$ cat src/rtl/pc_sequencer_pkg.sv
// Shared encodings for the program-counter sequencer: next_sel codes and FSM state type.
package pc_sequencer_pkg;

   localparam logic [2:0] SEL_SEQ    = 3'd0;
   localparam logic [2:0] SEL_BRANCH = 3'd1;
   localparam logic [2:0] SEL_JUMP   = 3'd2;
   localparam logic [2:0] SEL_JUMPR  = 3'd3;
   localparam logic [2:0] SEL_CALL   = 3'd4;
   localparam logic [2:0] SEL_RET    = 3'd5;
   localparam logic [2:0] SEL_ERET   = 3'd6;

   typedef enum logic [1:0] {
      ST_RUN    = 2'd0,
      ST_ISR    = 2'd1,
      ST_HALTED = 2'd2
   } seq_state_t;

endpackage

$ cat src/rtl/pc_sequencer_ret_stack.sv
// LIFO return-address stack with occupancy flags and a sticky overflow/underflow error.
module ret_stack #(
   parameter int ADDR_W      = 32,
   parameter int STACK_DEPTH = 4
) (
   input  logic              clock,
   input  logic              reset,
   input  logic              push,
   input  logic              pop,
   input  logic [ADDR_W-1:0] din,
   output logic [ADDR_W-1:0] dout,
   output logic              full,
   output logic              empty,
   output logic              err
);

   localparam int PTR_W = $clog2(STACK_DEPTH);

   logic [ADDR_W-1:0] mem [STACK_DEPTH];
   logic [PTR_W:0]    count;
   logic [PTR_W-1:0]  top_idx;

   assign full    = (count == (PTR_W+1)'(STACK_DEPTH));
   assign empty   = (count == '0);
   assign top_idx = PTR_W'(count - 1'b1);
   assign dout    = mem[top_idx];

   // Overflowing pushes are dropped and underflowing pops leave the pointer alone.
   always_ff @(posedge clock) begin
      if (reset) begin
         count <= '0;
         err   <= 1'b0;
      end else if (push) begin
         if (full) begin
            err <= 1'b1;
         end else begin
            mem[count[PTR_W-1:0]] <= din;
            count                 <= count + 1'b1;
         end
      end else if (pop) begin
         if (empty) err   <= 1'b1;
         else       count <= count - 1'b1;
      end
   end

endmodule

$ cat src/rtl/pc_sequencer.sv
// Program-counter sequencer: next-PC selection, interrupt entry/return, halt, return stack.
//  state     | meaning
//  ST_RUN    | normal execution
//  ST_ISR    | executing interrupt handler, int_req ignored
//  ST_HALTED | pc frozen; halt_isr records whether it was entered from ISR
module pc_sequencer
   import pc_sequencer_pkg::*;
#(
   parameter int                ADDR_W       = 32,
   parameter int                JUMP_W       = 26,
   parameter int                BRANCH_W     = 16,
   parameter logic [ADDR_W-1:0] RESET_VECTOR = '0,
   parameter logic [ADDR_W-1:0] INT_VECTOR   = ADDR_W'(16),
   parameter int                STACK_DEPTH  = 4
) (
   input  logic                clock,
   input  logic                reset,
   input  logic                halt,
   input  logic [2:0]          next_sel,
   input  logic                zero,
   input  logic [BRANCH_W-1:0] br_off,
   input  logic [JUMP_W-1:0]   j_target,
   input  logic [ADDR_W-1:0]   jr_target,
   input  logic                int_req,
   output logic [ADDR_W-1:0]   pc,
   output logic [ADDR_W-1:0]   epc,
   output logic                int_ack,
   output logic                in_isr,
   output logic                stack_full,
   output logic                stack_empty,
   output logic                stack_err
);

   seq_state_t        state, state_nxt;
   logic              halt_isr, halt_isr_nxt;
   logic [ADDR_W-1:0] pc_nxt, epc_nxt;
   logic [ADDR_W-1:0] pc_plus1, br_target, j_addr, stack_top;
   logic              push, pop, int_entry;

   assign pc_plus1  = pc + 1'b1;
   assign br_target = pc_plus1 + ADDR_W'($signed(br_off));
   assign j_addr    = {pc_plus1[ADDR_W-1:JUMP_W], j_target};
   assign in_isr    = (state == ST_ISR) || ((state == ST_HALTED) && halt_isr);

   ret_stack #(
      .ADDR_W      (ADDR_W),
      .STACK_DEPTH (STACK_DEPTH)
   ) u_ret_stack (
      .clock (clock),
      .reset (reset),
      .push  (push),
      .pop   (pop),
      .din   (pc_plus1),
      .dout  (stack_top),
      .full  (stack_full),
      .empty (stack_empty),
      .err   (stack_err)
   );

   always_ff @(posedge clock) begin
      if (reset) begin
         state    <= ST_RUN;
         halt_isr <= 1'b0;
         pc       <= RESET_VECTOR;
         epc      <= '0;
         int_ack  <= 1'b0;
      end else begin
         state    <= state_nxt;
         halt_isr <= halt_isr_nxt;
         pc       <= pc_nxt;
         epc      <= epc_nxt;
         int_ack  <= int_entry;
      end
   end

   always_comb begin
      state_nxt    = state;
      halt_isr_nxt = halt_isr;
      pc_nxt       = pc;
      epc_nxt      = epc;
      push         = 1'b0;
      pop          = 1'b0;
      int_entry    = 1'b0;
      if (int_req && !in_isr) begin
         // From RUN the interrupted instruction re-executes; from HALTED pc is already past halt.
         int_entry = 1'b1;
         pc_nxt    = INT_VECTOR;
         epc_nxt   = pc;
         state_nxt = ST_ISR;
      end else if (state == ST_HALTED) begin
         pc_nxt = pc;
      end else if (halt) begin
         pc_nxt       = pc_plus1;
         state_nxt    = ST_HALTED;
         halt_isr_nxt = (state == ST_ISR);
      end else begin
         case (next_sel)
            SEL_BRANCH: pc_nxt = zero ? br_target : pc_plus1;
            SEL_JUMP:   pc_nxt = j_addr;
            SEL_JUMPR:  pc_nxt = jr_target;
            SEL_CALL: begin
               push   = 1'b1;
               pc_nxt = j_addr;
            end
            SEL_RET: begin
               pop    = 1'b1;
               pc_nxt = stack_empty ? pc_plus1 : stack_top;
            end
            SEL_ERET: begin
               if (state == ST_ISR) begin
                  pc_nxt    = epc;
                  state_nxt = ST_RUN;
               end else begin
                  pc_nxt = pc_plus1;
               end
            end
            default:    pc_nxt = pc_plus1;
         endcase
      end
   end

endmodule

$ cat config.mk
export PLATFORM = sky130hd
export DESIGN_NAME = pc_sequencer
export DESIGN_NICKNAME = d
export VERILOG_FILES = /design/src/rtl/pc_sequencer_pkg.sv /design/src/rtl/pc_sequencer_ret_stack.sv /design/src/rtl/pc_sequencer.sv
export SDC_FILE = /design/constraint.sdc
export NUM_CORES = 1
export LEC_CHECK = 0
export BUFFER_PORTS_ARGS = -buffer_cell sky130_fd_sc_hd__buf_2
export CORE_ASPECT_RATIO = 1.4
export CORE_MARGIN = 4
export CORE_UTILIZATION = 60
export CTS_CLUSTER_DIAMETER = 120
export CTS_CLUSTER_SIZE = 24
export DETAILED_ROUTE_END_ITERATION = 8
export PLACE_DENSITY = 0.83
export SKIP_LAST_GASP = 1
export SYNTH_ARGS = -nofsm -noshare
export SYNTH_HDL_FRONTEND = slang
export SYNTH_SLANG_ARGS = --single-unit
$ cat constraint.sdc
create_clock -name clock -period 6.28 [get_ports clock]
set_input_delay 0.628 -clock clock [delete_from_list [all_inputs] [get_ports clock]]
set_output_delay 0.628 -clock clock [all_outputs]
set_load 0.01 [all_outputs]
==> flow_metrics.env, run 1 <==
export IMPL_status="finished, final reports clean"
export IMPL_cp_data_required_time_ns=6.61
export IMPL_cts_sinks=200
export IMPL_syn_cell_area_sq_mm=0.0112
export IMPL_synth_cell_type_count=79
export IMPL_synth_main_ff_cell="edfxtp_1"
export IMPL_drive_gt1_share_pct=21.6
export IMPL_antenna_found_initial=0
export IMPL_synth_mux_area_share_pct=6.63
export IMPL_critical_path_max_fanout=9
export IMPL_root_buffer="clkbuf_16"
export IMPL_preCtsSetupSlack_ns=1.98
export IMPL_avgSynthCellArea_sq_um=10.4
export IMPL_swShare_pct=27.4
export IMPL_tightest_slew_ns=1.25
export IMPL_r2r_end="pc[28]"
export IMPL_hold_slack_ns=0.470
export IMPL_synthesis_instances=1082
export IMPL_grt_pass1_wl_um=51500
export IMPL_ys_seq_area_share_pct=47.1
export IMPL_ff2ff_path_depth=17
export IMPL_gp_congestion=0.963
export IMPL_final_common_cell="nand2_1"
export IMPL_dpl_hpwl_um=23100
export IMPL_p_total_mw=3.00
export IMPL_synth_edf_count=128
export IMPL_rsz0062_at_grt="false"
export IMPL_cts_tree="yes"
export IMPL_ir_drop_v=0.000181
export IMPL_num_rows=58
export IMPL_ant_nets=0
export IMPL_vias=9590
export IMPL_clkPwrFrac_pct=37.3
export IMPL_cpMaxStageDelayCell="dfxtp_1"
export IMPL_slew_violations=0
export IMPL_power_density_mw_per_mm2=237
export IMPL_ios=151
export IMPL_drv_cap=0
export IMPL_crit_start="pc[2]"
export IMPL_synth_fp_nets=1209
export IMPL_synth_xor_xnor_area_share_pct=4.75
export IMPL_critical_path_max_stage_delay_ns=0.49
export IMPL_p_switching_uw=822
export IMPL_r2r_start="pc[2]"
export IMPL_post_cts_buffers=0
export IMPL_async_flop_share_pct=0
export IMPL_fmax_ghz=0.220
export IMPL_critPathKind="reg -> reg"
export IMPL_cts_resized=0
export IMPL_clk_latency_ns=0.44
export IMPL_grt_use_total_pct=32.6
export IMPL_synth_top_family_by_area="compound AO/OA/AOI/OAI gates"
export IMPL_diodes=0
export IMPL_cts_buffers=17
export IMPL_fin_skew_ns=0.00830
export IMPL_cts_max_level=4
export IMPL_dieArea_sq_mm=0.0210
export IMPL_grt_pass1_vias=9310
export IMPL_final_cell_mix="166 x nand2_1, 150 x buf_2, 128 x edfxtp_1, 100 x a21oi_1, 71 x dfxtp_1"
export IMPL_hold_violations=0
export IMPL_crit_arrival_ns=4.87
export IMPL_ys_seq_elements=200
export IMPL_synthAdderAreaFrac_pct=5.08
export IMPL_initial_core_util_pct=61.6
export IMPL_grt_start_max_net_pins=44
export IMPL_startpoint_type="register"
export IMPL_clkTransAtPathRegs_ns=0.07
export IMPL_grt_remaining_overflow=0
export IMPL_crit_path_end_kind="register"
export IMPL_dr_pass1_iters=6
export IMPL_cts_buffer_depth=2
export IMPL_cp_common_cell="nor2_1"
export IMPL_p_comb_share_pct=14.6
export IMPL_via_per_inst=6.61
export IMPL_wire_per_inst_um=23.4
export IMPL_hold_class="reg -> reg"
export IMPL_synth_simple_gate_area_share_pct=15.3
export IMPL_tns_ns=0
export IMPL_synth_compound_area_share_pct=17.0
export IMPL_die_w_um=124
export IMPL_core_area_sq_mm=0.0182
export IMPL_layout_setup_ws_ns=1.74
export IMPL_period_needed_ns=4.54
export IMPL_reg2reg_setup_slack_ns=1.74
export IMPL_numPortBuffers=150
export IMPL_max_slew_margin_rel_pct=16.7
export IMPL_internal_power_mw=2.18
export IMPL_die_y_um=170
export IMPL_drt_iter0_markers=1138
export IMPL_drc=0
export IMPL_setup_viol=0
export IMPL_cp_cell_sequence="nand4_1, nor2_1, nand3_1, nor2_1, nand3_1, nor2_1, xor2_1, ha_1, and2_1, a221o_1, a21oi_2, o21ai_1, a21oi_1, o22ai_1, a211o_1, o211ai_1, o21ai_1"
export IMPL_nNetsFinal=1324
export IMPL_post_route_period_util_pct=72.3
export IMPL_synth_warnings=0
export IMPL_seq_power_share_pct=48.1
export IMPL_cts_hold_buf=0
export IMPL_cp_endpoint="pc[28]"
export IMPL_nFillCells=1414
export IMPL_leakagePower_nw=4.87
export IMPL_finalWirelength_um=33900
export IMPL_syn_to_final_growth_pct=12.8
-- kinds of logic (layout without fill, tap and decap cells) --
logic type	Yosys count	in the layout
XOR/XNOR	57	57
multiplexers	34	34
buffers and inverters	95	223
adder cells (fa/ha/maj)	45	45
AND/OR/NAND/NOR	352	352
flip-flops	200	200
AO/OA/AOI/OAI	299	299
-- layer usage --
metal	wire, um	share of wire, %	global-route usage, %	vias to the layer above
met1	12100	36	39.5	4613
met5	0	0	0	-
met3	2890	8.5	5.55	122
li1	-	-	-	4282
met2	17200	51	55.6	573
met4	1620	4.8	16.0	0
-- power groups by stage --
stage | logic (mW) | clock network, mW | registers, mW
2_1_floorplan | 0.282 | 0 | 1.47
3_3_place_gp | 0.417 | 0 | 1.47
3_5_place_dp | 0.424 | 0 | 1.47
4_1_cts | 0.429 | 1.13 | 1.44
5_1_grt | 0.473 | 1.18 | 1.45
6_report | 0.438 | 1.12 | 1.44
-- area by class of cell --
cell class,count,area (sq um),share of cell area [%]
clock buffers,19,433,3.42
clock inverters,13,168,1.32
inverters,24,90.1,0.712
multi-input cells,787,5500,43.5
flip-flops and latches,200,5290,41.8
well taps,240,300,2.37
repair buffers,167,878,6.94
-- synth_stat cells (20+ instances only) --
cell type | count | area [sq um]
clkbuf_1 | 37 | 139
ha_1 | 44 | 551
xnor2_1 | 32 | 280
buf_2 | 24 | 120
xor2_1 | 22 | 193
a221oi_1 | 20 | 175
dfxtp_1 | 72 | 1440
edfxtp_1 | 128 | 3840
nor2_1 | 50 | 188
a21oi_1 | 101 | 505
inv_1 | 24 | 90.1
nand3_1 | 35 | 175
a22oi_1 | 25 | 188
nand2_1 | 166 | 623
o21ai_0 | 55 | 275
mux4_2 | 31 | 698
-- sequential cells by signal, indices dropped and copies added, names as in the netlist --
register / count
epc: 32
int_ack: 1
state: 2
u_ret_stack.err: 1
u_ret_stack.count: 3
pc: 32
halt_isr: 1
u_ret_stack.mem: 128
-- how the worst min path moves through the flow --
stage	endpoint	slack (ns)	start	cells after the start
final	epc[2]	0.47	epc[2]	2
after global routing	epc[9]	0.49	epc[9]	2
after CTS	epc[2]	0.47	epc[2]	2
after detailed placement	epc[2]	0.46	epc[2]	2
after global placement	epc[11]	0.46	epc[11]	2
after floorplan	state[1]	0.47	state[1]	2
-- critical path, delay by kind of cell, from the launching register on --
kind | cells | cell delay, ns
compound gates | 8 | 1.62
xor+xnor | 1 | 0.49
fa+ha+maj | 1 | 0.42
flops | 1 | 0.49
simple gates | 7 | 1.39
-- per-stage QoR --
stage                     area [sq um]  std cells  utilization [%]
after floorplan                  11200       1082                -
after global routing             12700       1450             69.5
final                            12700       1450             69.5
after detailed placement         12100       1418             66.2
after CTS                        12700       1450             69.5
after global placement           12100       1418             66.2
No activity file was read; power rests on OpenSTA's default activity.
==> run 2: changes to the inputs <==
--- a/config.mk
+++ b/config.mk
@@ -8,11 +8,11 @@
 export BUFFER_PORTS_ARGS = -buffer_cell sky130_fd_sc_hd__buf_2
 export CORE_ASPECT_RATIO = 1.4
 export CORE_MARGIN = 4
-export CORE_UTILIZATION = 60
+export CORE_UTILIZATION = 53
 export CTS_CLUSTER_DIAMETER = 120
 export CTS_CLUSTER_SIZE = 24
 export DETAILED_ROUTE_END_ITERATION = 8
-export PLACE_DENSITY = 0.83
+export PLACE_DENSITY = 0.77
 export SKIP_LAST_GASP = 1
 export SYNTH_ARGS = -nofsm -noshare
 export SYNTH_HDL_FRONTEND = slang
==> constraint.sdc (replaced) <==
create_clock -name clock -period 3.95 [get_ports clock]
set_input_delay 0.395 -clock clock [delete_from_list [all_inputs] [get_ports clock]]
set_output_delay 0.395 -clock clock [all_outputs]
set_load 0.01 [all_outputs]
==> flow_metrics.env, run 2 (synthesized netlist as in run 1, its figures left out) <==
export IMPL_ff2ff_path_depth=17
export IMPL_wire_per_inst_um=22.9
export IMPL_final_common_cell="nand2_1"
export IMPL_die_w_um=131
export IMPL_crit_path_end_kind="register"
export IMPL_clk_latency_ns=0.44
export IMPL_grt_pass1_vias=9635
export IMPL_dpl_cell_area_sq_mm=0.0124
export IMPL_ios=151
export IMPL_fmax_ghz=0.264
export IMPL_drive_gt1_share_pct=25.8
export IMPL_final_cell_mix="166 x nand2_1, 150 x buf_2, 128 x edfxtp_1, 98 x a21oi_1"
export IMPL_leakagePower_nw=5.16
export IMPL_setup_viol=0
export IMPL_clkTransAtPathRegs_ns=0.08
export IMPL_largest_reg_flops=128
export IMPL_tightest_slew_ns=1.31
export IMPL_design_area_sq_mm=0.0131
export IMPL_ir_drop_v=0.000304
export IMPL_period_needed_ns=3.79
export IMPL_cp_data_required_time_ns=4.28
export IMPL_initial_core_util_pct=54.2
export IMPL_drc=0
export IMPL_max_slew_margin_rel_pct=12.1
export IMPL_via_per_inst=6.42
export IMPL_root_buffer="clkbuf_16"
export IMPL_drv_cap=0
export IMPL_cts_buffer_depth=2
export IMPL_diodes=0
export IMPL_critPathKind="reg -> reg"
export IMPL_cts_max_level=4
export IMPL_core_area_sq_mm=0.0207
export IMPL_finalWirelength_um=34700
export IMPL_fin_skew_ns=0.00936
export IMPL_crit_arrival_ns=4.12
export IMPL_dpl_hpwl_um=24300
export IMPL_grt_pass1_wl_um=53100
export IMPL_hold_violations=0
export IMPL_nNetsFinal=1376
export IMPL_cts_buffers=17
export IMPL_hold_class="in -> reg"
export IMPL_cts_tree="yes"
export IMPL_slew_violations=0
export IMPL_dieArea_sq_mm=0.0236
export IMPL_cts_sinks=200
export IMPL_nFillCells=1678
export IMPL_gp_congestion=1.05
export IMPL_reg2reg_setup_slack_ns=0.16
export IMPL_grt_start_max_net_pins=44
export IMPL_status="finished, final reports clean"
export IMPL_syn_to_final_growth_pct=16.6
export IMPL_holdPathStages=3
export IMPL_drt_iter0_markers=1028
export IMPL_cts_hold_buf=0
export IMPL_hold_slack_ns=0.312
export IMPL_grt_use_total_pct=29.4
export IMPL_ant_nets=0
export IMPL_numPortBuffers=150
export IMPL_antenna_found_initial=0
export IMPL_die_y_um=180
export IMPL_startpoint_type="register"
export IMPL_grt_remaining_overflow=0
export IMPL_vias=9747
export IMPL_post_route_period_util_pct=96.0
export IMPL_power_density_mw_per_mm2=359
export IMPL_dr_pass1_iters=6
export IMPL_critical_path_max_fanout=4
export IMPL_num_rows=62
-- run 2: cell types whose count changed in the layout (fill, tap and decap cells not counted), sizes merged --
| cell | change |
|---|---|
| buf | +52 |
| bufinv | -2 |
| clkinv | +1 |
| inv | +1 |
-- run 2: where the power goes --
group / switching (mW) / internal (mW) / total [mW] / leakage, nW
clock network: 0.837 / 0.828 / 1.66 / 0.264
registers: 0.0317 / 2.25 / 2.28 / 1.79
logic: 0.465 / 0.289 / 0.754 / 3.10
-- run 2: critical path, stage by stage, from the launching register on --
cell,delay [ns]
dfxtp_1,0.39
nand4_1,0.21
nor2_2,0.21
nand3_2,0.13
nor2_2,0.15
nand3_1,0.12
nor2_1,0.15
xor2_1,0.22
ha_1,0.28
and2_1,0.17
a221o_1,0.34
a21oi_2,0.20
o221ai_1,0.18
a21oi_2,0.19
o31ai_1,0.10
xnor2_1,0.24
a21oi_1,0.11
o31a_1,0.29
-- run 2: path summary, 6_finish.rpt --
path / start / to
setup reg to reg: pc[5] / pc[26]
hold reg to reg: epc[27] / epc[27]
setup / recovery: pc[5] / pc[26]
hold / removal: halt / state[1]
-- run 2: area by class of cell --
type / instances / area, sq um / share of cell area, %
timing repair buffer: 219 / 1270 / 9.69
sequential: 200 / 5290 / 40.4
clock buffer: 19 / 433 / 3.31
inverter: 24 / 90.1 / 0.688
multi-input combinational: 787 / 5580 / 42.6
tap: 256 / 320 / 2.45
clock inverter: 13 / 115 / 0.879
-- run 2: per-layer routing --
layer	global-route usage, %	part of all wire [%]	vias to the layer above
li1	-	-	4401
met1	36.9	37	4701
met2	49.6	50	541
met3	4.74	8.3	104
met4	12.8	4.1	0
met5	0	0	-
-- run 2: metrics by stage --
step           cells  TNS (ns)  utilization, %  setup slack [ns]  power, mW
5_1_grt         1518    -0.120            63.2           -0.0466       4.86
2_1_floorplan   1082         0               -             0.217       2.78
6_report        1518         0            63.2             0.160       4.70
3_3_place_gp    1481         0            60.0             0.214       3.04
4_1_cts         1513         0            62.7             0.110       4.69
3_5_place_dp    1481         0            60.0             0.134       3.05
-- run 2: repair_timing --
item                       in CTS  in global routing
setup endpoints to repair       0                  9
gates resized for setup         0                 15
buffers inserted                0                  5
==> run 3: changes to the inputs <==
--- a/config.mk
+++ b/config.mk
@@ -10,9 +10,9 @@
 export CORE_MARGIN = 4
 export CORE_UTILIZATION = 53
 export CTS_CLUSTER_DIAMETER = 120
-export CTS_CLUSTER_SIZE = 24
+export CTS_CLUSTER_SIZE = 16
 export DETAILED_ROUTE_END_ITERATION = 8
-export PLACE_DENSITY = 0.77
+export PLACE_DENSITY = 0.89
 export SKIP_LAST_GASP = 1
 export SYNTH_ARGS = -nofsm -noshare
 export SYNTH_HDL_FRONTEND = slang
==> flow_metrics.env, run 3 (synthesized netlist as in run 1, its figures left out) <==
export IMPL_slew_violations=0
export IMPL_syn_to_final_growth_pct=16.4
export IMPL_post_route_period_util_pct=96.1
export IMPL_setup_viol=0
export IMPL_initial_core_util_pct=54.2
export IMPL_largest_reg_flops=128
export IMPL_cts_sinks=200
export IMPL_cp_cell_sequence="nand4_1, nor2_1, nand3_1, nor2_2, nand3_1, nor2_1, xor2_1, ha_1, and2_1, a221o_1, a21oi_2, o221ai_1, a21oi_2, o31ai_1, xnor2_1, a21oi_1, o31a_1"
export IMPL_p_total_mw=4.74
export IMPL_max_slew_margin_rel_pct=25.3
export IMPL_critical_path_buf_inv_count=0
export IMPL_grt_remaining_overflow=0
export IMPL_dr_pass1_iters=7
export IMPL_core_area_sq_mm=0.0207
export IMPL_num_rows=62
export IMPL_nNetsFinal=1376
export IMPL_cts_buffers=17
export IMPL_grt_start_max_net_pins=47
export IMPL_startpoint_type="register"
export IMPL_numPortBuffers=150
export IMPL_grt_busiest_layer="met2"
export IMPL_fin_skew_ns=0.0110
export IMPL_dpl_hpwl_um=24600
export IMPL_leakagePower_nw=5.16
export IMPL_antenna_found_initial=0
export IMPL_tightest_slew_ns=1.12
export IMPL_clk_latency_ns=0.45
export IMPL_finalWirelength_um=35100
export IMPL_ir_drop_v=0.000332
export IMPL_via_per_inst=6.53
export IMPL_diodes=0
export IMPL_gp_congestion=1.02
export IMPL_cts_buffer_depth=2
export IMPL_critical_path_max_stage_delay_ns=0.38
export IMPL_grt_use_total_pct=29.3
export IMPL_period_needed_ns=3.80
export IMPL_die_w_um=131
export IMPL_crit_path_end_kind="register"
export IMPL_die_y_um=180
export IMPL_crit_arrival_ns=4.13
export IMPL_cp_top_family="compound AO/OA/AOI/OAI gates"
export IMPL_final_common_cell="nand2_1"
export IMPL_cts_tree="yes"
export IMPL_fmax_ghz=0.263
export IMPL_tns_ns=0
export IMPL_hold_violations=0
export IMPL_met1_usage_pct=33.8
export IMPL_cpMaxStageDelayCell="dfxtp_1"
export IMPL_cts_max_level=4
export IMPL_ios=151
export IMPL_critical_path_max_fanout=4
export IMPL_status="finished, final reports clean"
export IMPL_clkTransAtPathRegs_ns=0.07
export IMPL_wire_per_inst_um=23.2
export IMPL_cp_data_required_time_ns=4.29
export IMPL_dieArea_sq_mm=0.0236
export IMPL_root_buffer="clkbuf_16"
export IMPL_met2_usage_pct=49.8
export IMPL_drive_gt1_share_pct=25.4
export IMPL_grt_pass1_vias=9817
export IMPL_final_cell_mix="166 x nand2_1, 150 x buf_2, 128 x edfxtp_1, 97 x a21oi_1, 71 x dfxtp_1"
export IMPL_layout_setup_ws_ns=0.155
export IMPL_ant_nets=0
export IMPL_power_density_mw_per_mm2=362
export IMPL_preCtsSetupSlack_ns=0.172
export IMPL_instances_no_fill=1518
export IMPL_grtUsageMet3_pct=5.63
export IMPL_grt_pass1_wl_um=53100
export IMPL_drc=0
export IMPL_hold_class="in -> reg"
export IMPL_nFillCells=1574
export IMPL_drv_cap=0
export IMPL_critPathKind="reg -> reg"
export IMPL_vias=9912
export IMPL_dpl_cell_count=1485
export IMPL_drt_iter0_markers=1284
run 3: report_power, final:
group	leakage (nW)	total [mW]	switching (mW)	internal, mW
Sequential	1.79	2.28	0.0316	2.25
Combinational	3.09	0.758	0.470	0.287
Clock	0.276	1.70	0.833	0.864
Total	5.16	4.74	1.34	3.40
run 3: final timing paths:
path	from	to	slack [ns]	cells past startpoint
max reg2reg	pc[5]	pc[26]	0.15	17
min reg2reg	u_ret_stack.err	u_ret_stack.err	0.47	2
min	jr_target[31]	pc[31]	0.35	4
max	pc[5]	pc[26]	0.15	17
run 3: layer usage:
layer | up-vias | share of wire, %
li1 | 4388 | -
met1 | 4691 | 35
met2 | 669 | 50
met3 | 164 | 8.7
met4 | 0 | 6.1
met5 | - | 0
run 3: through the flow:
step	hold WS, ns	util, %	cell area, sq um
2_1_floorplan	0.471	-	11200
5_1_grt	0.369	63.1	13100
3_5_place_dp	0.454	60.2	12500
6_report	0.350	63.1	13100
4_1_cts	0.349	62.9	13000
3_3_place_gp	0.449	60.2	12500
run 3: area by class of cell:
cell class / count / area [sq um] / share of cell area [%]
clock buffer: 20 / 458 / 3.50
timing repair buffer: 219 / 1270 / 9.71
multi-input combinational: 787 / 5540 / 42.4
sequential: 200 / 5290 / 40.4
clock inverter: 12 / 108 / 0.823
inverter: 24 / 90.1 / 0.689
tap: 256 / 320 / 2.45
run 3: timing repair:
| action | in CTS | in global routing |
|---|---|---|
| hold buffers | 0 | 0 |
| setup buffers | 0 | 1 |
| setup endpoints to repair | 0 | 8 |
| resized for setup | 0 | 9 |
run 3: worst register-to-register path, stage by stage, from the launching register on:
cell and delay, ns:
dfxtp_1 0.38, nand4_1 0.16, nor2_1 0.17, nand3_1 0.18, nor2_2 0.20, nand3_1 0.15, nor2_1 0.15, xor2_1 0.24
ha_1 0.28, and2_1 0.18, a221o_1 0.34, a21oi_2 0.17, o221ai_1 0.18, a21oi_2 0.20, o31ai_1 0.10, xnor2_1 0.21
a21oi_1 0.11, o31a_1 0.28
